### src/rtl/cpu_pkg.sv
// rtl/cpu_pkg.sv - shared opcodes, control-bit indices, mode enum and widths for the bus CPU
package cpu_pkg;

    localparam int STAGE_W = 3;
    localparam int CTRL_W  = 16;
    localparam int OP_W    = 4;

    localparam logic [OP_W-1:0] OP_NOP = 4'b0000;
    localparam logic [OP_W-1:0] OP_LDA = 4'b0001;
    localparam logic [OP_W-1:0] OP_ADD = 4'b0010;
    localparam logic [OP_W-1:0] OP_SUB = 4'b0011;
    localparam logic [OP_W-1:0] OP_STA = 4'b0100;
    localparam logic [OP_W-1:0] OP_LDI = 4'b0101;
    localparam logic [OP_W-1:0] OP_JMP = 4'b0110;
    localparam logic [OP_W-1:0] OP_JC  = 4'b0111;
    localparam logic [OP_W-1:0] OP_JZ  = 4'b1000;
    localparam logic [OP_W-1:0] OP_OUT = 4'b1110;
    localparam logic [OP_W-1:0] OP_HLT = 4'b1111;

    localparam int CTRL_J   = 0;
    localparam int CTRL_CO  = 1;
    localparam int CTRL_CE  = 2;
    localparam int CTRL_OI  = 3;
    localparam int CTRL_BI  = 4;
    localparam int CTRL_SU  = 5;
    localparam int CTRL_SO  = 6;
    localparam int CTRL_AO  = 7;
    localparam int CTRL_AI  = 8;
    localparam int CTRL_II  = 9;
    localparam int CTRL_IO  = 10;
    localparam int CTRL_RO  = 11;
    localparam int CTRL_RI  = 12;
    localparam int CTRL_MI  = 13;
    localparam int CTRL_HLT = 14;
    localparam int CTRL_FI  = 15;

    typedef enum logic [1:0] {
        MODE_PAUSED = 2'd0,
        MODE_RUN    = 2'd1,
        MODE_STEP   = 2'd2,
        MODE_HALTED = 2'd3
    } mode_t;

    // One-hot control word with only bit idx set.
    function automatic logic [CTRL_W-1:0] cbit(input int idx);
        logic [CTRL_W-1:0] one;
        one = {{(CTRL_W-1){1'b0}}, 1'b1};
        return one << idx;
    endfunction

endpackage

### src/rtl/microcode_rom.sv
// rtl/microcode_rom.sv - combinational microcode: (stage, opcode, flags) to control word and last-stage marker
module microcode_rom
    import cpu_pkg::*;
(
    input  logic [STAGE_W-1:0] stage,
    input  logic [OP_W-1:0]    instr,
    input  logic               carry_flag,
    input  logic               zero_flag,
    output logic [CTRL_W-1:0]  ctrl_word,
    output logic               last_stage
);

    logic [STAGE_W-1:0] last_idx;

    always_comb begin
        case (instr)
            OP_LDA, OP_STA: last_idx = 3'd3;
            OP_ADD, OP_SUB: last_idx = 3'd4;
            default:        last_idx = 3'd2;
        endcase
        // >= rather than == so a stray stage value can never run past the end.
        last_stage = (stage >= last_idx);
    end

    always_comb begin
        ctrl_word = '0;
        case (stage)
            3'd0: ctrl_word = cbit(CTRL_MI) | cbit(CTRL_CO);
            3'd1: ctrl_word = cbit(CTRL_RO) | cbit(CTRL_II) | cbit(CTRL_CE);
            3'd2: begin
                case (instr)
                    OP_LDA, OP_ADD, OP_SUB, OP_STA:
                        ctrl_word = cbit(CTRL_MI) | cbit(CTRL_IO);
                    OP_LDI: ctrl_word = cbit(CTRL_IO) | cbit(CTRL_AI);
                    OP_JMP: ctrl_word = cbit(CTRL_IO) | cbit(CTRL_J);
                    OP_JC:  ctrl_word = carry_flag ? (cbit(CTRL_IO) | cbit(CTRL_J)) : '0;
                    OP_JZ:  ctrl_word = zero_flag ? (cbit(CTRL_IO) | cbit(CTRL_J)) : '0;
                    OP_OUT: ctrl_word = cbit(CTRL_AO) | cbit(CTRL_OI);
                    OP_HLT: ctrl_word = cbit(CTRL_HLT);
                    default: ctrl_word = '0;
                endcase
            end
            3'd3: begin
                case (instr)
                    OP_LDA:         ctrl_word = cbit(CTRL_RO) | cbit(CTRL_AI);
                    OP_ADD, OP_SUB: ctrl_word = cbit(CTRL_RO) | cbit(CTRL_BI);
                    OP_STA:         ctrl_word = cbit(CTRL_AO) | cbit(CTRL_RI);
                    default:        ctrl_word = '0;
                endcase
            end
            3'd4: begin
                case (instr)
                    OP_ADD:  ctrl_word = cbit(CTRL_SO) | cbit(CTRL_AI) | cbit(CTRL_FI);
                    OP_SUB:  ctrl_word = cbit(CTRL_SO) | cbit(CTRL_SU) | cbit(CTRL_AI) | cbit(CTRL_FI);
                    default: ctrl_word = '0;
                endcase
            end
            default: ctrl_word = '0;
        endcase
    end

endmodule

### src/rtl/micro_sequencer.sv
// rtl/micro_sequencer.sv - mode FSM, stage counter and flags register driving the datapath control word
module micro_sequencer
    import cpu_pkg::*;
(
    input  logic               CLK,
    input  logic               rst,
    input  logic [OP_W-1:0]    instr,
    input  logic               alu_carry,
    input  logic               alu_zero,
    input  logic               run,
    input  logic               step,
    output logic [CTRL_W-1:0]  ctrl,
    output logic [STAGE_W-1:0] stage,
    output logic               paused,
    output logic               halted,
    output logic               carry_flag,
    output logic               zero_flag
);

    mode_t              mode_q, mode_d;
    logic [STAGE_W-1:0] stage_q, stage_d;
    logic               carry_q, carry_d;
    logic               zero_q, zero_d;

    logic [CTRL_W-1:0]  rom_word;
    logic               rom_last;
    logic               active;

    microcode_rom u_rom (
        .stage      (stage_q),
        .instr      (instr),
        .carry_flag (carry_q),
        .zero_flag  (zero_q),
        .ctrl_word  (rom_word),
        .last_stage (rom_last)
    );

    assign active = (mode_q == MODE_RUN) || (mode_q == MODE_STEP);

    always_comb begin
        mode_d  = mode_q;
        stage_d = stage_q;
        carry_d = carry_q;
        zero_d  = zero_q;
        ctrl    = active ? rom_word : '0;

        case (mode_q)
            MODE_PAUSED: begin
                stage_d = '0;
                if (run)       mode_d = MODE_RUN;
                else if (step) mode_d = MODE_STEP;
            end
            MODE_RUN, MODE_STEP: begin
                if (rom_last) begin
                    stage_d = '0;
                    // Mode changes only at instruction boundaries; HLT beats pause.
                    if (rom_word[CTRL_HLT])                 mode_d = MODE_HALTED;
                    else if (mode_q == MODE_STEP || !run)   mode_d = MODE_PAUSED;
                end else begin
                    stage_d = stage_q + 3'd1;
                end
            end
            default: stage_d = '0;
        endcase

        if (ctrl[CTRL_FI]) begin
            carry_d = alu_carry;
            zero_d  = alu_zero;
        end
    end

    always_ff @(posedge CLK) begin
        if (rst) begin
            mode_q  <= MODE_PAUSED;
            stage_q <= '0;
            carry_q <= 1'b0;
            zero_q  <= 1'b0;
        end else begin
            mode_q  <= mode_d;
            stage_q <= stage_d;
            carry_q <= carry_d;
            zero_q  <= zero_d;
        end
    end

    assign stage      = stage_q;
    assign paused     = (mode_q == MODE_PAUSED);
    assign halted     = (mode_q == MODE_HALTED);
    assign carry_flag = carry_q;
    assign zero_flag  = zero_q;

endmodule

### config.mk
export PLATFORM = sky130hd
export DESIGN_NAME = micro_sequencer
export DESIGN_NICKNAME = d
export VERILOG_FILES = /design/src/rtl/cpu_pkg.sv /design/src/rtl/microcode_rom.sv /design/src/rtl/micro_sequencer.sv
export SDC_FILE = /design/constraint.sdc
export NUM_CORES = 1
export LEC_CHECK = 0
export CAP_MARGIN = 10
export CORE_MARGIN = 1.5
export CORE_UTILIZATION = 41
export DETAILED_ROUTE_END_ITERATION = 6
export PLACE_DENSITY_LB_ADDON = 0.05
export SLEW_MARGIN = 20
export SYNTH_ARGS = -nofsm -noshare
export SYNTH_HDL_FRONTEND = slang
export SYNTH_SLANG_ARGS = --single-unit
### constraint.sdc
create_clock -name CLK -period 3 [get_ports CLK]
set_input_delay 0.3 -clock CLK [delete_from_list [all_inputs] [get_ports CLK]]
set_output_delay 0.3 -clock CLK [all_outputs]
set_load 0.01 [all_outputs]
==> results.txt <==
- The top cell types in the final layout, fill and taps aside, are 32 x sky130_fd_sc_hd__clkdlybuf4s50_1, 13 x sky130_fd_sc_hd__nor2_1, 11 x sky130_fd_sc_hd__ha_1.
- The die covers 2290 sq um.
- Sequential cell area fraction in the yosys report: 0.170
* Post-synthesis register bit count: 7
- The core region is 1920 sq um.
* Post-synth design cell area: 825 sq um
- Clock transition at the registers of the reported paths: 0.05 ns
- CTS sink cnt: 7
- Root buffer cell: sky130_fd_sc_hd__clkbuf_4
- Data on the critical path arrives at its endpoint at 2.30 ns.
- Run status: complete, no violations
* GR Util met3: 0.0566
* Worst Setup Path Type: in -> out
* GR Util met2: 0.296
- Count of unresolved DRC violations after routing: 0
- Derived from the worst setup path, the maximum achievable clock frequency is 385 MHz.
* Vertical die dimension: 47.8 microns
- Final antenna-violating net count: 0
- Post-synth cell types: 42
- The smallest clock period supported by the final layout is computed as 2.60 ns.
- Element type at the critical path end: output port
- TritonCTS built the clock tree.
* Cell Count Post-Placement: 161
- At the later pin of the worst-skew pair, clock insertion delay measures 0.25 ns.
* Number of instances in the synthesized netlist: 107
* Hold/Removal Path Class: reg -> reg
- After routing the design area is 1160 sq um.
- Final antenna diode count: 0
- From synthesis to final layout, the design area changed by 40.8%.
- Placement Setup Slack: 0.397 ns
- Highest fanout seen on the critical path: 10
* Worst setup SP type: primary input
* Fin nets: 160
- Number of H-tree levels: 1
- For this run, global-route usage on met1 was measured as 0.242.
* Final weighted congestion in routability-driven placement: 0.817
- Commonest non-fill, non-tap cell in the layout: sky130_fd_sc_hd__clkdlybuf4s50_1
* Number of global-route vias before repair: 677
- Congestion Overflow GR: 0
- Cell area reported after detailed placement: 1130 sq um
- The initialized floorplan defines 16 standard-cell rows.
- Measured slew at the worst slew-check pin: 0.408 ns
- Power spread over the standard cell area amounts to 539 nW/um^2.
- Number of detailed-route iterations in the first pass: 4
- Final number of setup-violating endpoints: 0
* Mean instance size in the synthesized netlist: 7.71 sq um
- After the first detailed-routing iteration, the DRC count stood at 26.
- Across the whole layout, storage elements account for 140 sq um.
- Across the VDD grid, the largest voltage drop is 0.000479 V.
- Final Routed Wirelength: 2030 microns
* Post-cts sizing count: 0
- The number of antenna violations at the first check in global routing came to 0.
* Max-slew violation count: 0
- Number of buffers inserted during clock tree synthesis: 3
- When the netlist entered floorplanning its net count stood at 128.
* RSZ-0062 raised after global routing: no
- Between clock sinks in the finished design, the worst skew comes to 0.00151 ns.
- Max-cap violations in this run came to 0.
- Maximum number of pins on one net before global-route repair: 13
- Counting along the longest clock path gives a buffer depth of 2.
- During synthesis, Yosys emitted a total of 0 warnings.
- The filler cells instantiated in the layout total 188.
* Post-route clock period utilization: 0.866
- Input and output buffers added on the ports amount to 32.
* Critical path required time: 2.70 ns
- For this run, the total global-route usage over all layers was measured as 0.181.
* Fraction of final layout cells with drive strength greater than 1: 0.123
- Setup slack on the critical path of the routed design comes to 0.401 ns.
- Final hold vios: 0
* Sum Neg Setup Slack: 0 ns
- Detailed-route vias per instance: 5.28
- In this run, post-CTS hold repair placed 0 buffers.
- Measured against its own limit, the worst slew margin works out to 0.725.
- Initial core utilization: 0.429
- Global-route wire length before repair: 2910 microns
- Top-level I/O count: 33
- Total area of multi-input combinational cells: 594 sq um
- The HPWL after detailed placement is 1690 microns.
- Excluding fillers, the count of instances in the completed layout stands at 165.
* Routed wirelength normalized by instance count: 12.3 microns
- Buffers added to address setup during post-CTS repair amount to 0.
- The detailed router placed 871 vias in this run.
- GRT Max-Usage Layer: met2
- Total leakage power: 0.472 nW
* Width of the chip: 47.8 microns
## logic make-up (layout without fill, tap and decap cells)
family | after synthesis | count (layout) | share of synthesized area
compound gates | 22 | 22 | 0.202
xor+xnor | 1 | 1 | 0.0106
fa+ha+maj | 11 | 11 | 0.167
buf+inv | 16 | 47 | 0.109
flops | 7 | 7 | 0.170
mux | 1 | 1 | 0.0137
simple gates | 49 | 49 | 0.328
## final cells by class
cell class	count	share of cell area
Clock buffer	3	0.0194
Clock inverter	1	0.00431
Inverter	10	0.0323
Multi-Input combinational cell	84	0.512
Sequential cell	7	0.121
Tap cell	27	0.0291
Timing Repair Buffer	33	0.282
## critical path, cell delays in order
cell and delay, ns:
sky130_fd_sc_hd__clkdlybuf4s50_1 0.58, sky130_fd_sc_hd__or3b_4 0.48, sky130_fd_sc_hd__inv_2 0.10, sky130_fd_sc_hd__o21ai_2 0.07, sky130_fd_sc_hd__a211oi_2 0.21, sky130_fd_sc_hd__clkdlybuf4s50_1 0.56
## power by group
| group | switching [mW] | total (mW) | leakage, nW | internal, mW |
|---|---|---|---|---|
| sequential | 0.0161 | 0.125 | 0.0570 | 0.109 |
| combinational | 0.216 | 0.417 | 0.398 | 0.201 |
| clock | 0.0350 | 0.0836 | 0.0177 | 0.0486 |
## registers in the layout, indices dropped and copies added, names as in the netlist
register    flops
carry_flag      1
mode_q          2
stage           3
zero_flag       1
## metrics by stage
stage / hold WS, ns / utilization / power, mW
after detailed placement: 0.469 / 0.590 / 0.545
final: 0.471 / 0.604 / 0.626
after floorplan: 0.369 / - / 0.404
after global placement: 0.468 / 0.590 / 0.538
after CTS: 0.477 / 0.604 / 0.633
after global routing: 0.513 / 0.604 / 0.671
## cell usage after synthesis
master                      n  area [sq um]
sky130_fd_sc_hd__a211oi_2   1          12.5
sky130_fd_sc_hd__a21o_1     1          7.51
sky130_fd_sc_hd__a21oi_1    3          15.0
sky130_fd_sc_hd__a221oi_1   1          8.76
sky130_fd_sc_hd__a311o_1    1          10.0
sky130_fd_sc_hd__a311oi_1   1          8.76
sky130_fd_sc_hd__a31o_2     1          8.76
sky130_fd_sc_hd__a31oi_1    3          18.8
sky130_fd_sc_hd__a32oi_1    1          8.76
sky130_fd_sc_hd__and2b_2    1          8.76
sky130_fd_sc_hd__and3_1     4          25.0
sky130_fd_sc_hd__and3_2     2          15.0
sky130_fd_sc_hd__buf_2      1          5.00
sky130_fd_sc_hd__buf_4      3          22.5
sky130_fd_sc_hd__buf_6      1          11.3
sky130_fd_sc_hd__clkbuf_8   1          13.8
sky130_fd_sc_hd__dfxtp_1    7           140
sky130_fd_sc_hd__ha_1      11           138
sky130_fd_sc_hd__inv_1      9          33.8
sky130_fd_sc_hd__inv_2      1          3.75
sky130_fd_sc_hd__mux2_2     1          11.3
sky130_fd_sc_hd__nand2_1    8          30.0
sky130_fd_sc_hd__nand2b_1   2          12.5
sky130_fd_sc_hd__nand3_1    2          10.0
sky130_fd_sc_hd__nand3b_1   1          7.51
sky130_fd_sc_hd__nand4_1    2          12.5
sky130_fd_sc_hd__nor2_1    13          48.8
sky130_fd_sc_hd__nor2b_1    3          18.8
sky130_fd_sc_hd__nor3_1     4          20.0
sky130_fd_sc_hd__nor3_4     1          16.3
sky130_fd_sc_hd__nor3b_1    2          15.0
sky130_fd_sc_hd__nor4_1     2          12.5
sky130_fd_sc_hd__o211a_1    1          10.0
sky130_fd_sc_hd__o211ai_1   1          7.51
sky130_fd_sc_hd__o21a_1     1          7.51
sky130_fd_sc_hd__o21ai_0    1          5.00
sky130_fd_sc_hd__o21ai_2    1          8.76
sky130_fd_sc_hd__o22a_2     1          10.0
sky130_fd_sc_hd__o22ai_1    3          18.8
sky130_fd_sc_hd__or2_2      1          6.26
sky130_fd_sc_hd__or3b_4     1          11.3
sky130_fd_sc_hd__xnor2_1    1          8.76
## per-layer routing
metal | wire length (microns) | part of all wire
met1 | 964 | 0.48
met2 | 968 | 0.48
met3 | 95 | 0.047
met4 | 0 | 0
met5 | 0 | 0
## final timing paths
| path | cells after the start | to | startpoint | slack [ns] |
|---|---|---|---|---|
| worst max-delay path | 6 | ctrl[13] | instr[2] | 0.40 |
| worst max register to register | 7 | mode_q[0] | mode_q[0] | 1.27 |
| worst min register to register | 2 | carry_flag | carry_flag | 0.47 |
| worst min-delay path | 2 | carry_flag | carry_flag | 0.47 |
Note: power is estimated with default switching activity, not from simulation.
